--- src/rtl/a8_bus_capture.sv ---
// A8 bus monitor in the clk200 domain: synchronises the bus, rebuilds PHI2 cycles,
// matches address windows, emits one cycle record per bus cycle and drives extsel/mpd claims.
`timescale 1ns/1ps
module a8_bus_capture #(
  parameter int NUM_WIN     = 4,
  parameter int SYNC_STAGES = 2,
  parameter int ADDR_DLY    = 8,
  parameter int CLK_TIMEOUT = 255
) (
  input  logic                   clk200,
  input  logic                   rst_n,
  input  logic                   a8_clk,
  input  logic                   a8_rw_n,
  input  logic                   a8_halt_n,
  input  logic                   a8_rst_n,
  input  logic                   a8_ref_n,
  input  logic [15:0]            a8_addr,
  input  logic [7:0]             a8_data,
  input  logic [16*NUM_WIN-1:0]  win_base,
  input  logic [16*NUM_WIN-1:0]  win_mask,
  input  logic [NUM_WIN-1:0]     win_en,
  input  logic [NUM_WIN-1:0]     win_ext,
  output logic                   cyc_valid,
  output logic [15:0]            cyc_addr,
  output logic [7:0]             cyc_data,
  output logic                   cyc_rw_n,
  output logic                   cyc_dma,
  output logic [NUM_WIN-1:0]     cyc_hit,
  output logic [2:0]             cyc_win,
  output logic                   a8_extsel_n,
  output logic                   a8_mpd_n,
  output logic                   clk_lost
);

  // state     | meaning
  // IDLE      | waiting for a PHI2 rise (also forced while clk_lost)
  // WAIT_ADDR | counting down to the address sample point
  // HIGH      | address latched, PHI2 high, claim may be active
  // DONE      | one-cycle record emission after PHI2 fall
  typedef enum logic [1:0] {IDLE, WAIT_ADDR, HIGH, DONE} state_t;

  localparam int SW   = 29;
  localparam int DW   = (ADDR_DLY < 2) ? 1 : $clog2(ADDR_DLY);
  localparam int WTMP = $clog2(CLK_TIMEOUT + 1);
  localparam int WW   = (WTMP > 8) ? WTMP : 8;
  // clk synchroniser resets high so a PHI2 already high at reset release is not a rise
  localparam logic [SW-1:0] SYNC_RST = {5'b11111, 24'h000000};

  logic [SW-1:0] sync_q [SYNC_STAGES];
  logic [SW-1:0] bus_s;
  logic          clk_s, rw_s, halt_s, rst_s, ref_s;
  logic [15:0]   addr_s;
  logic [7:0]    data_s;
  logic          clk_d, rise, fall;

  always_ff @(posedge clk200 or negedge rst_n) begin
    if (!rst_n) begin
      for (int i = 0; i < SYNC_STAGES; i++) sync_q[i] <= SYNC_RST;
    end else begin
      sync_q[0] <= {a8_clk, a8_rw_n, a8_halt_n, a8_rst_n, a8_ref_n, a8_addr, a8_data};
      for (int i = 1; i < SYNC_STAGES; i++) sync_q[i] <= sync_q[i-1];
    end
  end

  assign bus_s  = sync_q[SYNC_STAGES-1];
  assign clk_s  = bus_s[28];
  assign rw_s   = bus_s[27];
  assign halt_s = bus_s[26];
  assign rst_s  = bus_s[25];
  assign ref_s  = bus_s[24];
  assign addr_s = bus_s[23:8];
  assign data_s = bus_s[7:0];

  always_ff @(posedge clk200 or negedge rst_n) begin
    if (!rst_n) clk_d <= 1'b1;
    else        clk_d <= clk_s;
  end

  assign rise = clk_s & ~clk_d;
  assign fall = ~clk_s & clk_d;

  logic [NUM_WIN-1:0] hit_raw, hit;
  logic [2:0]         win_lo;
  logic               claim, claim_mpd;

  always_comb begin
    hit_raw = '0;
    for (int i = 0; i < NUM_WIN; i++)
      hit_raw[i] = win_en[i] &
                   (((addr_s ^ win_base[16*i +: 16]) & win_mask[16*i +: 16]) == 16'h0000);
    hit = (ref_s & halt_s & rst_s) ? hit_raw : '0;
    win_lo = 3'd0;
    for (int i = NUM_WIN - 1; i >= 0; i--)
      if (hit[i]) win_lo = 3'(i);
  end

  assign claim     = rw_s & (|(hit & win_ext));
  assign claim_mpd = claim & (addr_s[15:11] == 5'b11011);

  state_t        state, state_nxt;
  logic [DW-1:0] dly_cnt;
  logic          sample;

  always_ff @(posedge clk200 or negedge rst_n) begin
    if (!rst_n) state <= IDLE;
    else        state <= state_nxt;
  end

  always_comb begin
    state_nxt = state;
    sample    = 1'b0;
    if (clk_lost && !rise) begin
      state_nxt = IDLE;
    end else begin
      case (state)
        IDLE:      if (rise) state_nxt = WAIT_ADDR;
        WAIT_ADDR: begin
          if (rise)                 state_nxt = WAIT_ADDR;
          else if (fall)            state_nxt = IDLE;
          else if (dly_cnt == '0) begin
            sample    = 1'b1;
            state_nxt = HIGH;
          end
        end
        HIGH:      if (rise) state_nxt = WAIT_ADDR;
                   else if (fall) state_nxt = DONE;
        DONE:      state_nxt = rise ? WAIT_ADDR : IDLE;
        default:   state_nxt = IDLE;
      endcase
    end
  end

  always_ff @(posedge clk200 or negedge rst_n) begin
    if (!rst_n)                                 dly_cnt <= '0;
    else if (rise)                              dly_cnt <= DW'(ADDR_DLY - 1);
    else if (state == WAIT_ADDR && dly_cnt != '0) dly_cnt <= dly_cnt - 1'b1;
  end

  logic [15:0]        lat_addr;
  logic [7:0]         lat_data;
  logic               lat_rw, lat_dma, lat_claim, lat_mpd;
  logic [NUM_WIN-1:0] lat_hit;
  logic [2:0]         lat_win;
  logic               emit, claim_on;

  always_ff @(posedge clk200 or negedge rst_n) begin
    if (!rst_n) begin
      lat_addr  <= '0;
      lat_rw    <= 1'b1;
      lat_dma   <= 1'b0;
      lat_hit   <= '0;
      lat_win   <= '0;
      lat_claim <= 1'b0;
      lat_mpd   <= 1'b0;
    end else if (sample) begin
      lat_addr  <= addr_s;
      lat_rw    <= rw_s;
      lat_dma   <= ~halt_s;
      lat_hit   <= hit;
      lat_win   <= win_lo;
      lat_claim <= claim;
      lat_mpd   <= claim_mpd;
    end
  end

  // tracking every PHI2-high sample leaves the last one in place when the fall is seen
  always_ff @(posedge clk200 or negedge rst_n) begin
    if (!rst_n)     lat_data <= '0;
    else if (clk_s) lat_data <= data_s;
  end

  assign emit     = (state == HIGH) && (state_nxt == DONE);
  assign claim_on = (state == HIGH) && (state_nxt == HIGH);

  always_ff @(posedge clk200 or negedge rst_n) begin
    if (!rst_n) begin
      cyc_valid <= 1'b0;
      cyc_addr  <= '0;
      cyc_data  <= '0;
      cyc_rw_n  <= 1'b1;
      cyc_dma   <= 1'b0;
      cyc_hit   <= '0;
      cyc_win   <= '0;
    end else begin
      cyc_valid <= emit;
      if (emit) begin
        cyc_addr <= lat_addr;
        cyc_data <= lat_data;
        cyc_rw_n <= lat_rw;
        cyc_dma  <= lat_dma;
        cyc_hit  <= lat_hit;
        cyc_win  <= lat_win;
      end
    end
  end

  always_ff @(posedge clk200 or negedge rst_n) begin
    if (!rst_n) begin
      a8_extsel_n <= 1'b1;
      a8_mpd_n    <= 1'b1;
    end else begin
      a8_extsel_n <= ~(claim_on & lat_claim);
      a8_mpd_n    <= ~(claim_on & lat_mpd);
    end
  end

  // watchdog starts saturated so the clock counts as lost until the first rise
  logic [WW-1:0] wd_cnt;

  always_ff @(posedge clk200 or negedge rst_n) begin
    if (!rst_n) begin
      wd_cnt   <= WW'(CLK_TIMEOUT);
      clk_lost <= 1'b1;
    end else if (rise) begin
      wd_cnt   <= '0;
      clk_lost <= 1'b0;
    end else if (wd_cnt != WW'(CLK_TIMEOUT)) begin
      wd_cnt <= wd_cnt + 1'b1;
      if (wd_cnt == WW'(CLK_TIMEOUT - 1)) clk_lost <= 1'b1;
    end
  end

endmodule

--- config.mk ---
export PLATFORM = sky130hd
export DESIGN_NAME = a8_bus_capture
export DESIGN_NICKNAME = d
export VERILOG_FILES = /design/src/rtl/a8_bus_capture.sv
export SDC_FILE = /design/constraint.sdc
export NUM_CORES = 1
export LEC_CHECK = 0
export CAP_MARGIN = 20
export CORE_UTILIZATION = 25
export DETAILED_ROUTE_END_ITERATION = 10
export GPL_TIMING_DRIVEN = 0
export PLACE_DENSITY = 0.51
export SLEW_MARGIN = 20
export SYNTH_ARGS = -nofsm -noshare
export SYNTH_HDL_FRONTEND = slang
export SYNTH_SLANG_ARGS = --single-unit
--- constraint.sdc ---
create_clock -name clk200 -period 1.8 [get_ports clk200]
set_input_delay 0.27 -clock clk200 [delete_from_list [all_inputs] [get_ports clk200]]
set_output_delay 0.27 -clock clk200 [all_outputs]
set_load 0.02 [all_outputs]
==> impl_results.md, run 1 <==
* Result of the run: finished with violations
* Failing checks: setup timing
* Final worst path period share at 1.12
* Worst hold stages at 1
* Instance count after placement with tap cells included at 1022
* Gate count after technology mapping at 506
* Port-buffer cells at 202
* Initial core utilization at 0.258
* Met3 Track Usage GR at 0.0454
* Routed length per instance at 16.8 µm
* Synth Area per Inst at 11.6 µm²
* Via-per-instance ratio at ~4.2
* Critical path launch point: bus_s[17]
* Worst setup slack after layout at -222 ps
* Peak fanout along the critical path at 4
* Clock tree sinks at 142
* Critical path type: reg2reg
* Leading cell types in the layout, fill and taps excluded: 197 x sky130_fd_sc_hd__clkdlybuf4s50_1, 120 x sky130_fd_sc_hd__nand2_1, 115 x sky130_fd_sc_hd__dfrtp_1
* Die area at approximately 24000 µm²
* Commonest non-fill, non-tap cell in the layout: sky130_fd_sc_hd__clkdlybuf4s50_1
* Die Span X at 156 µm
* Number of DRC violations after detailed routing at 0
* Number of setup violations in the final report at 23
* Antenna violations before repair at 0
* Overall routed net length at 18200 µm
* Maximum number of pins on one net before global-route repair at 94
* Critical hold path startpoint: a8_rw_n
* Hold crit path type: in2reg
* Final-layout setup total negative slack at -1950 ps
* Met2 global-route usage at 0.261
* Slowest cell on the critical path: sky130_fd_sc_hd__or3_4
* Clk Latency, worst-skew pair at 420 ps
* Gr ovfl total at 0
* Ratio of cells with drive above 1 in the final layout at 0.221
* Largest vdd supply drop at 0.000699 V
* Number of buffers on the longest clock path at 2
* Layout net count at ~900
* Post-layout util at 0.417
* R2R Path Start: bus_s[17]
* HPWL after DPL at 13700 µm
* Clock buffers created by TritonCTS at 17
* Synthesized netlist net count at roughly 680
* #FFs+latches synth at roughly 140
* Final count of hold timing violations at 0
* WHS at roughly 250 ps
* Crit path launch type: flop
* Final GP Congestion at 0.842
* Area delta synth->final at 61.8%
* Violation count after the first detailed-routing iteration at 203
* Async SR Flop Fraction at 1.00
* Netlist cell types at 43
* Site Rows at 55
* Standard cell core area at approximately 23000 µm²
* Ratio of total power to cell area at around 980 nW/µm²
* Peak Freq at 0.495 GHz
* Crit-path cells: buf_6, xor2_1, a22oi_1, nand4_1, or3_4, nor2b_1, o41ai_2
* Area taken by flip-flops and latches at between 3000 and 4000 µm²
* Y dimension of the die at 156 µm
* Root Driver: sky130_fd_sc_hd__clkbuf_16
* Required @ worst endpoint at 2110 ps
* Setup crit end kind: flop
* Min Tclk post-route at 2020 ps
* First-pass DRT Iterations at 4
* Post-Place Worst Slack at -524 ps
* Count of warnings emitted by yosys at 0
* Leakage power at between 4 and 5 nW
* Count of cells along the worst register-to-register path at 7
* Depth of the CTS H-tree at 4
* Final slew viol count at 0
* Total Routing Usage GR at 0.154
* Arrival time of the worst setup path at 2330 ps
* Met1 Track Usage GR at 0.185
* Reg-to-Reg End: lat_win[1]
* Total of fill cells in the finished design at between 2000 and 2500
* Clock tree from TritonCTS: built
* Hold-critical path endpoint: sync_q[56]
* IO Pins at just over 200
* Max Cap Viol at 0
* First-pass GRT wire length at 27000 µm
* Register area share after synthesis at 0.608
* Max stage delay on crit path at 460 ps
* Cell area after technology mapping at 5890 µm²
* Number of non-filler instances in the completed layout at 1081
* Number of global-route vias before repair at 4792
* Worst-case register-to-register setup slack at -220 ps
* Area of the multi-input gates at around 2300 µm²
* RSZ-0062 raised after global routing: yes
* Via count at 4586
* Post-Route Skew at roughly 7 ps
* Clock slew at the register clock pins of the worst setup and hold paths at 60 ps
* Peak-usage layer in the global routing report: met2
* Routed Antenna Nets at 0
* Number of enable flip-flop cells after synthesis at 0
* Top flip-flop cell by instance count after synthesis: sky130_fd_sc_hd__dfrtp_1
* Diodes inserted at 0
cell usage after synthesis, types with 2 or more instances:
library cell	number	area, µm²
sky130_fd_sc_hd__nand2_1	122	458
sky130_fd_sc_hd__dfrtp_1	118	2950
sky130_fd_sc_hd__xor2_1	66	578
sky130_fd_sc_hd__a22oi_1	28	210
sky130_fd_sc_hd__dfstp_2	24	631
sky130_fd_sc_hd__buf_2	15	75.1
sky130_fd_sc_hd__inv_1	11	41.3
sky130_fd_sc_hd__clkbuf_1	9	33.8
sky130_fd_sc_hd__mux2_1	9	101
sky130_fd_sc_hd__mux2_2	9	101
sky130_fd_sc_hd__mux2_4	9	135
sky130_fd_sc_hd__nand4_1	9	56.3
sky130_fd_sc_hd__nor2_1	9	33.8
sky130_fd_sc_hd__a21oi_1	7	35.0
sky130_fd_sc_hd__o21ai_0	7	35.0
sky130_fd_sc_hd__buf_6	4	45.0
sky130_fd_sc_hd__ha_1	4	50.1
sky130_fd_sc_hd__nor2b_1	4	25.0
sky130_fd_sc_hd__nor3_1	4	20.0
sky130_fd_sc_hd__nor4_1	4	25.0
sky130_fd_sc_hd__xnor2_1	4	35.0
sky130_fd_sc_hd__and3_1	3	18.8
sky130_fd_sc_hd__nand3_1	3	15.0
sky130_fd_sc_hd__a31oi_1	2	12.5
sky130_fd_sc_hd__and4_1	2	17.5
sky130_fd_sc_hd__nand2b_1	2	12.5
sky130_fd_sc_hd__or3_1	2	12.5
per-layer routing:
metal / share of wire / up-vias / wire length [µm]
li1: - / 2176 / -
met1: 0.41 / 2244 / 7510
met2: 0.51 / 148 / 9330
met3: 0.059 / 18 / 1070
met4: 0.015 / 0 / 276
met5: 0 / - / 0
kinds of logic after synthesis:
kind of cell	synth area share
simple gates	0.125
flops	0.608
xor+xnor	0.104
compound gates	0.0616
buf+inv	0.0350
mux	0.0573
fa+ha+maj	0.00849
other cells	0.000636
worst max-delay path, delay by kind of cell, from the launching register on:
kind / cells / cell delay (ps)
AND/OR/NAND/NOR: 3 / 810
AO/OA/AOI/OAI: 2 / 430
buffers and inverters: 1 / 130
XOR/XNOR: 1 / 170
flip-flops: 1 / 370
cell type report:
cell class                      instances  area share
Sequential cell                       142       0.376
Timing Repair Buffer                  235       0.245
Multi-Input combinational cell        323       0.244
Clock buffer                           22      0.0497
Tap cell                              313      0.0411
Buffer                                 25      0.0263
Clock inverter                         10      0.0133
Inverter                               11     0.00433
state kept, by name, summed over array words and instances, names as in the netlist, 2 cells and up:
register	cells
bus_s	29
dly_cnt	3
cyc_win	2
cyc_addr	16
wd_cnt	8
cyc_hit	4
lat_win	2
cyc_data	8
lat_hit	4
lat_data	8
sync_q	29
lat_addr	16
state	2
per-stage QoR:
| step | area [µm²] | total power [mW] |
|---|---|---|
| finish | 9530 | 9.37 |
| global route | 9530 | 9.81 |
| CTS | 9240 | 9.33 |
| detailed placement | 8340 | 5.59 |
| global placement | 8310 | 5.52 |
| floorplan | 5900 | 4.74 |
power breakdown:
| group | switching, mW | leakage (nW) | internal [mW] |
|---|---|---|---|
| logic | 0.734 | 2.31 | 1.10 |
| clock network | 1.37 | 0.285 | 2.17 |
| registers | 0.295 | 1.72 | 3.71 |
what timing repair did:
action                                  in CTS  in global routing
cloned                                       2                  0
hold buffers                                 1                  0
setup buffers                               11                 19
endpoints found under the setup margin      66                 58
resized for setup                           54                 46
hold endpoints to repair                    34                  0
pin swaps                                    7                 26
worst max-delay path by stage:
stage                 end  cells after the start
4_1_cts        lat_win[1]                      7
5_1_grt        lat_win[1]                      7
3_3_place_gp    cyc_valid                      1
3_5_place_dp   lat_win[1]                      7
2_1_floorplan  lat_hit[1]                      6
6_report       lat_win[1]                      7
Power figures use the tool's default switching activity.
==> inputs of run 2 (changes only) <==
--- a/config.mk
+++ b/config.mk
@@ -6,10 +6,10 @@
 export NUM_CORES = 1
 export LEC_CHECK = 0
 export CAP_MARGIN = 20
-export CORE_UTILIZATION = 25
+export CORE_UTILIZATION = 41
 export DETAILED_ROUTE_END_ITERATION = 10
 export GPL_TIMING_DRIVEN = 0
-export PLACE_DENSITY = 0.51
+export PLACE_DENSITY = 0.76
 export SLEW_MARGIN = 20
 export SYNTH_ARGS = -nofsm -noshare
 export SYNTH_HDL_FRONTEND = slang
==> run 2 against run 1 <==
- the flow still finishes with violations (setup timing)
- clock-buffer cell count down 5
- non-clock buffer count is 1 lower
- die area down 39%
- flip-flop and latch count stayed put
- utilization up 26 points
- routed wire length down 6.5%
- register-to-register slack improved by 30 ps
- global-route usage grew 7.6 points
- critical path depth increased by 1
- maximum frequency is 1.7% higher
- design area down 1.4%
- largest cell class unchanged
==> impl_results.md, run 2 (same netlist as run 1, synthesis figures left out) <==
* Result of the run: finished with violations (unchanged)
* Failing checks: setup timing (unchanged)
* Net Switching at 2.48 mW (was 2.40 mW)
* Post-Place Worst Slack at -528 ps (was -524 ps)
* Arrival time of the worst setup path at 2320 ps (was 2330 ps)
* Leading cell types in the layout, fill and taps excluded: 197 x sky130_fd_sc_hd__clkdlybuf4s50_1, 118 x sky130_fd_sc_hd__nand2_1, 112 x sky130_fd_sc_hd__dfrtp_1 (was 197 x sky130_fd_sc_hd__clkdlybuf4s50_1, 120 x sky130_fd_sc_hd__nand2_1, 115 x sky130_fd_sc_hd__dfrtp_1)
* Overall routed net length at 17000 µm (was 18200 µm)
* Layout net count at 925 (was 926)
* Total Routing Usage GR at 0.230 (was 0.154)
* RSZ-0062 raised after global routing: yes (unchanged)
* Final GP Congestion at 0.844 (was 0.842)
* Y dimension of the die at 122 µm (was 156 µm)
* Violation count after the first detailed-routing iteration at 287 (was 203)
* Diodes inserted at 0 (unchanged)
* Number of global-route vias before repair at 4765 (was 4792)
* Via-per-instance ratio at 4.93 (was 4.24)
* R2R Path Start: bus_s[20] (was bus_s[17])
* Internal power consumption at 6.75 mW (was 6.98 mW)
* Min Tclk post-route at 1990 ps (was 2020 ps)
* Final slew viol count at 0 (unchanged)
* Leakage power at 4.32 nW (about the same)
* Peak fanout along the critical path at 6 (was 4)
* Antenna violations before repair at 0 (unchanged)
* Area of the multi-input gates at 2370 µm² (was 2330 µm²)
* Clock buffers created by TritonCTS at 17 (unchanged)
* Clock tree sinks at 142 (unchanged)
* Post-layout util at 0.675 (was 0.417)
* Routed length per instance at 17.9 µm (was 16.8 µm)
* HPWL after DPL at 12300 µm (was 13700 µm)
* Initial core utilization at 0.423 (was 0.258)
* Depth of the CTS H-tree at 4 (unchanged)
* Area delta synth->final at 59.6% (was 61.8%)
* Post-Route Skew at 10.4 ps (was 7.01 ps)
* Number of setup violations in the final report at 24 (was 23)
* Total of fill cells in the finished design at 988 (was 2219)
* Hold crit path type: in2reg (unchanged)
* Number of DRC violations after detailed routing at 0 (unchanged)
* Critical path type: reg2reg (unchanged)
* Switching share of power at 0.269 (was 0.256)
* Site Rows at 43 (was 55)
* Non-Filler Cell Area, Final at 9400 µm² (was 9530 µm²)
* Max Cap Viol at 0 (unchanged)
* Part of the power in combinational logic at 0.198 (was 0.196)
* Clk Latency, worst-skew pair at 410 ps (was 420 ps)
* Ratio of cells with drive above 1 in the final layout at 0.240 (was 0.221)
* Critical path launch point: bus_s[20] (was bus_s[17])
* Worst setup slack after layout at -189 ps (was -222 ps)
* Port-buffer cells at 202 (unchanged)
* Placed cell area at 8180 µm² (was 8340 µm²)
* First-pass GRT wire length at 24900 µm (was 27000 µm)
* Gr ovfl total at 0 (unchanged)
* Final-layout setup total negative slack at -2150 ps (was -1950 ps)
* Required @ worst endpoint at 2140 ps (was 2110 ps)
* Peak Freq at 0.503 GHz (was 0.495 GHz)
* Root Driver: sky130_fd_sc_hd__clkbuf_16 (unchanged)
* Part of the power in the clock network at 0.366 (was 0.377)
* Ratio of total power to cell area at 982 nW/µm² (was 983 nW/µm²)
* Final worst path period share at 1.10 (was 1.12)
* Standard cell core area at 13900 µm² (was 22800 µm²)
* IO Pins at 204 (unchanged)
* Maximum number of pins on one net before global-route repair at 98 (was 94)
* Critical hold path startpoint: a8_clk (was a8_rw_n)
* Clock slew at the register clock pins of the worst setup and hold paths at 60 ps (about the same)
* Number of buffers on the longest clock path at 2 (unchanged)
* Largest vdd supply drop at 0.000614 V (was 0.000699 V)
* Area taken by flip-flops and latches at 3590 µm² (about the same)
* Power share of the sequential group at 0.436 (was 0.427)
* Commonest non-fill, non-tap cell in the layout: sky130_fd_sc_hd__clkdlybuf4s50_1 (unchanged)
* Final count of hold timing violations at 0 (unchanged)
* Die Span X at 122 µm (was 156 µm)
* First-pass DRT Iterations at 4 (unchanged)
* Via count at 4664 (was 4586)
* Crit path launch type: flop (unchanged)
* Setup crit end kind: flop (unchanged)
* Clock tree from TritonCTS: built (unchanged)
* Die area at 14900 µm² (was 24200 µm²)
* Routed Antenna Nets at 0 (unchanged)
## run 2: repair_timing
| item | 4_1_cts | 5_1_grt |
|---|---|---|
| endpoints found under the setup margin | 61 | 39 |
| setup buffers | 18 | 15 |
| gates resized for setup | 86 | 18 |
| endpoints found under the hold margin | 45 | 0 |
| pin swaps | 25 | 13 |
| hold buffers | 1 | 0 |
| gates cloned | 2 | 0 |
## run 2: per-layer routing
| metal | up-vias | GRT usage | wire length, µm |
|---|---|---|---|
| met5 | - | 0 | 0 |
| met4 | 0 | 0.0687 | 201 |
| met3 | 19 | 0.0576 | 859 |
| met2 | 158 | 0.383 | 8900 |
| met1 | 2323 | 0.294 | 7030 |
| li1 | 2164 | - | - |
## run 2: path summary, 6_finish.rpt
check / end / slack [ps] / cells past startpoint
worst min-delay path: sync_q[57] / 260 / 1
worst min register to register: bus_s[23] / 350 / 0
worst max-delay path: lat_mpd / -190 / 8
min in group asynchronous: cyc_addr[6] / 350 / 2
worst max register to register: lat_mpd / -190 / 8
max in group asynchronous: bus_s[28] / 670 / 3
## run 2: final cells by class
cell class,count,share of cell area
inverters,11,0.00439
flip-flops and latches,142,0.382
multi-input cells,323,0.253
clock buffers,17,0.0452
clock inverters,15,0.0162
plain buffers,22,0.0238
well taps,180,0.0240
repair buffers,237,0.252
## run 2: stage by stage
stage          instances  power [mW]  hold slack (ps)
2_1_floorplan        506        4.74            -25.6
3_3_place_gp         888        5.49              332
3_5_place_dp         889        5.58              188
4_1_cts              934        9.23              252
5_1_grt              947        9.65              248
6_report             947        9.24              264
## run 2: worst max-delay path, cell delays in order, from the launching register on
cell	delay (ps)
sky130_fd_sc_hd__dfrtp_1	380
sky130_fd_sc_hd__buf_6	150
sky130_fd_sc_hd__xor2_1	140
sky130_fd_sc_hd__a22oi_1	220
sky130_fd_sc_hd__nand4_1	200
sky130_fd_sc_hd__nor4_2	390
sky130_fd_sc_hd__o41ai_2	130
sky130_fd_sc_hd__buf_4	160
sky130_fd_sc_hd__o21ai_2	130
## run 2: power groups by stage
stage | Clock [mW] | Sequential [mW] | Combinational [mW]
3_3_place_gp | 0 | 4.00 | 1.49
2_1_floorplan | 0 | 4.02 | 0.714
5_1_grt | 3.59 | 4.08 | 1.98
3_5_place_dp | 0 | 4.02 | 1.56
4_1_cts | 3.43 | 4.00 | 1.79
6_report | 3.38 | 4.02 | 1.83
==> inputs of run 3 (changes only) <==
--- a/config.mk
+++ b/config.mk
@@ -7,8 +7,10 @@
 export LEC_CHECK = 0
 export CAP_MARGIN = 20
 export CORE_UTILIZATION = 41
+export CTS_CLUSTER_SIZE = 20
 export DETAILED_ROUTE_END_ITERATION = 10
 export GPL_TIMING_DRIVEN = 0
+export HOLD_SLACK_MARGIN = 0.02
 export PLACE_DENSITY = 0.76
 export SLEW_MARGIN = 20
 export SYNTH_ARGS = -nofsm -noshare
==> constraint.sdc (replaced) <==
create_clock -name clk200 -period 1.8 [get_ports clk200]
set_input_delay 0.27 -clock clk200 [delete_from_list [all_inputs] [get_ports clk200]]
set_output_delay 0.27 -clock clk200 [all_outputs]
set_load 0.005 [all_outputs]
==> run 3 against run 2 <==
- clock skew barely moved
- combinational power shrank 4%
- flip-flop and latch count unchanged
- first-iteration DRC count unchanged
- global-route usage unchanged
- die area unchanged
- worst setup slack is essentially flat
- the flow still finishes with violations (setup timing)
- final cell count unchanged
- maximum frequency is essentially flat
- sequential power is essentially flat
==> impl_results.md, run 3 (same netlist as run 1, synthesis figures left out) <==
* Hold crit path type: in2reg (unchanged)
* Diodes inserted at 0 (unchanged)
* Arrival time of the worst setup path at 2320 ps (about the same)
* Largest vdd supply drop at 0.000613 V (was 0.000614 V)
* Total power at 9.15 mW (was 9.24 mW)
* Bufs and invs on worst path at 2 (unchanged)
* Commonest non-fill, non-tap cell in the layout: sky130_fd_sc_hd__clkdlybuf4s50_1 (unchanged)
* Ratio of cells with drive above 1 in the final layout at 0.240 (unchanged)
* Maximum number of pins on one net before global-route repair at 98 (unchanged)
* Max Cap Viol at 0 (unchanged)
* IO Pins at 204 (unchanged)
* Worst hold stages at 1 (unchanged)
* Uppermost metal layer occupied by signal nets: met4 (unchanged)
* Via-per-instance ratio at 4.93 (about the same)
* Clock buffers created by TritonCTS at 17 (unchanged)
* Number of DRC violations after detailed routing at 0 (unchanged)
* Leakage power at 4.32 nW (about the same)
* Reg-to-Reg End: lat_mpd (unchanged)
* Leading cell types in the layout, fill and taps excluded: 200 x sky130_fd_sc_hd__clkdlybuf4s50_1, 118 x sky130_fd_sc_hd__nand2_1, 112 x sky130_fd_sc_hd__dfrtp_1 (was 197 x sky130_fd_sc_hd__clkdlybuf4s50_1, 118 x sky130_fd_sc_hd__nand2_1, 112 x sky130_fd_sc_hd__dfrtp_1)
* Initial core utilization at 0.423 (unchanged)
* Clock tree from TritonCTS: built (unchanged)
* Total Routing Usage GR at 0.230 (unchanged)
* Final GP Congestion at 0.844 (unchanged)
* Routed Antenna Nets at 0 (unchanged)
* Overall routed net length at 17000 µm (unchanged)
* Number of global-route vias before repair at 4765 (unchanged)
* Critical hold path startpoint: a8_clk (unchanged)
* Min Tclk post-route at 1990 ps (about the same)
* First-pass DRT Iterations at 4 (unchanged)
* Layout net count at 925 (unchanged)
* Met3 wire len at 861 µm (was 859 µm)
* RSZ-0062 raised after global routing: yes (unchanged)
* Die Span X at 122 µm (unchanged)
* Clk Latency, worst-skew pair at 410 ps (about the same)
* Max stage delay on crit path at 390 ps (about the same)
* Clock slew at the register clock pins of the worst setup and hold paths at 60 ps (about the same)
* Worst-case register-to-register setup slack at -190 ps (about the same)
* Setup crit end kind: flop (unchanged)
* Failing checks: setup timing (unchanged)
* Final slew viol count at 0 (unchanged)
* Port-buffer cells at 202 (unchanged)
* Final count of hold timing violations at 0 (unchanged)
* HPWL after DPL at 12300 µm (unchanged)
* Peak fanout along the critical path at 6 (unchanged)
* Crit-path cells: buf_6, xor2_1, a22oi_1, nand4_1, nor4_2, o41ai_2, buf_4, o21ai_2 (unchanged)
* First-pass GRT wire length at 24900 µm (unchanged)
* Result of the run: finished with violations (unchanged)
* Final worst path period share at 1.10 (about the same)
* Critical path type: reg2reg (unchanged)
* Area taken by flip-flops and latches at 3590 µm² (unchanged)
* Final-layout setup total negative slack at -2150 ps (about the same)
* Die area at 14900 µm² (unchanged)
* Depth of the CTS H-tree at 4 (unchanged)
* Routed length per instance at 17.9 µm (unchanged)
* Area delta synth->final at 59.6% (unchanged)
* Clock tree sinks at 142 (unchanged)
* Crit path launch type: flop (unchanged)
* Count of cells along the worst register-to-register path at 8 (unchanged)
* Standard cell core area at 13900 µm² (unchanged)
* Via count at 4666 (was 4664)
* Ratio of total power to cell area at 974 nW/µm² (was 982 nW/µm²)
* Met2 Wirelength at 8900 µm (about the same)
* R2R Path Start: bus_s[20] (unchanged)
* Number of buffers on the longest clock path at 2 (unchanged)
* Site Rows at 43 (unchanged)
* Slowest cell on the critical path: sky130_fd_sc_hd__nor4_2 (unchanged)
* Root Driver: sky130_fd_sc_hd__clkbuf_16 (unchanged)
* Peak Freq at 0.503 GHz (about the same)
* Hold-critical path endpoint: sync_q[57] (unchanged)
* Top delay family on crit path: simple AND/OR/NAND/NOR gates (unchanged)
* Post-layout util at 0.675 (unchanged)
* Met1 layer wirelength in the final routing at 7020 µm (was 7030 µm)
* Worst setup slack after layout at -189 ps (about the same)
* Violation count after the first detailed-routing iteration at 287 (unchanged)
* Number of setup violations in the final report at 24 (unchanged)
* Total of fill cells in the finished design at 986 (was 988)
* Area of the multi-input gates at 2370 µm² (unchanged)
* Y dimension of the die at 122 µm (unchanged)
* Antenna violations before repair at 0 (unchanged)
* Required @ worst endpoint at 2140 ps (about the same)
* Gr ovfl total at 0 (unchanged)
* Post-Route Skew at 10.4 ps (about the same)
## run 3: repair_timing
item	CTS	global route
hold endpoints to repair	45	0
gates resized for setup	84	17
pin swaps	25	13
endpoints found under the setup margin	59	38
buffers inserted	18	15
gates cloned	2	0
hold buffers	1	0
## run 3: worst max-delay path by stage
stage / startpoint / to / slack (ps) / depth (start not counted)
after floorplan: bus_s[28] / lat_hit[1] / -40 / 6
final: bus_s[20] / lat_mpd / -190 / 8
after detailed placement: win_base[12] / lat_mpd / -530 / 7
after global routing: bus_s[16] / lat_win[0] / -250 / 9
after global placement: rst_n / sync_q[33] / -4730 / 1
after CTS: bus_s[9] / lat_win[1] / -150 / 7
## run 3: final cells by class
class,count,area share
clock inverters,15,0.0162
inverters,11,0.00439
repair buffers,237,0.252
clock buffers,17,0.0452
flip-flops and latches,142,0.382
well taps,180,0.0240
multi-input cells,323,0.253
plain buffers,22,0.0238
## run 3: worst register-to-register path: cells and delay by family (launching register included)
kind                      cells  cell delay [ps]
AOI/OAI and AO/OA             3              480
xor gates and xnor gates      1              150
buffers and inverters         2              310
and+or+nand+nor               2              590
DFF                           1              380
## run 3: where the power goes
| group | switching (mW) | internal [mW] |
|---|---|---|
| registers | 0.318 | 3.71 |
| clock network | 1.43 | 1.95 |
| logic | 0.654 | 1.09 |
## run 3: metal layers
layer / vias up / track usage
met5: - / 0
met4: 0 / 0.0687
met3: 19 / 0.0576
met2: 158 / 0.383
met1: 2324 / 0.294
li1: 2165 / -
## run 3: through the flow
stage	setup slack, ps	area [µm²]	hold WS (ps)	instances
3_5_place_dp	-528	8180	188	889
6_report	-189	9400	264	947
4_1_cts	-149	9240	252	934
5_1_grt	-250	9400	248	947
3_3_place_gp	-4730	8140	332	888
2_1_floorplan	-43.9	5900	-25.6	506
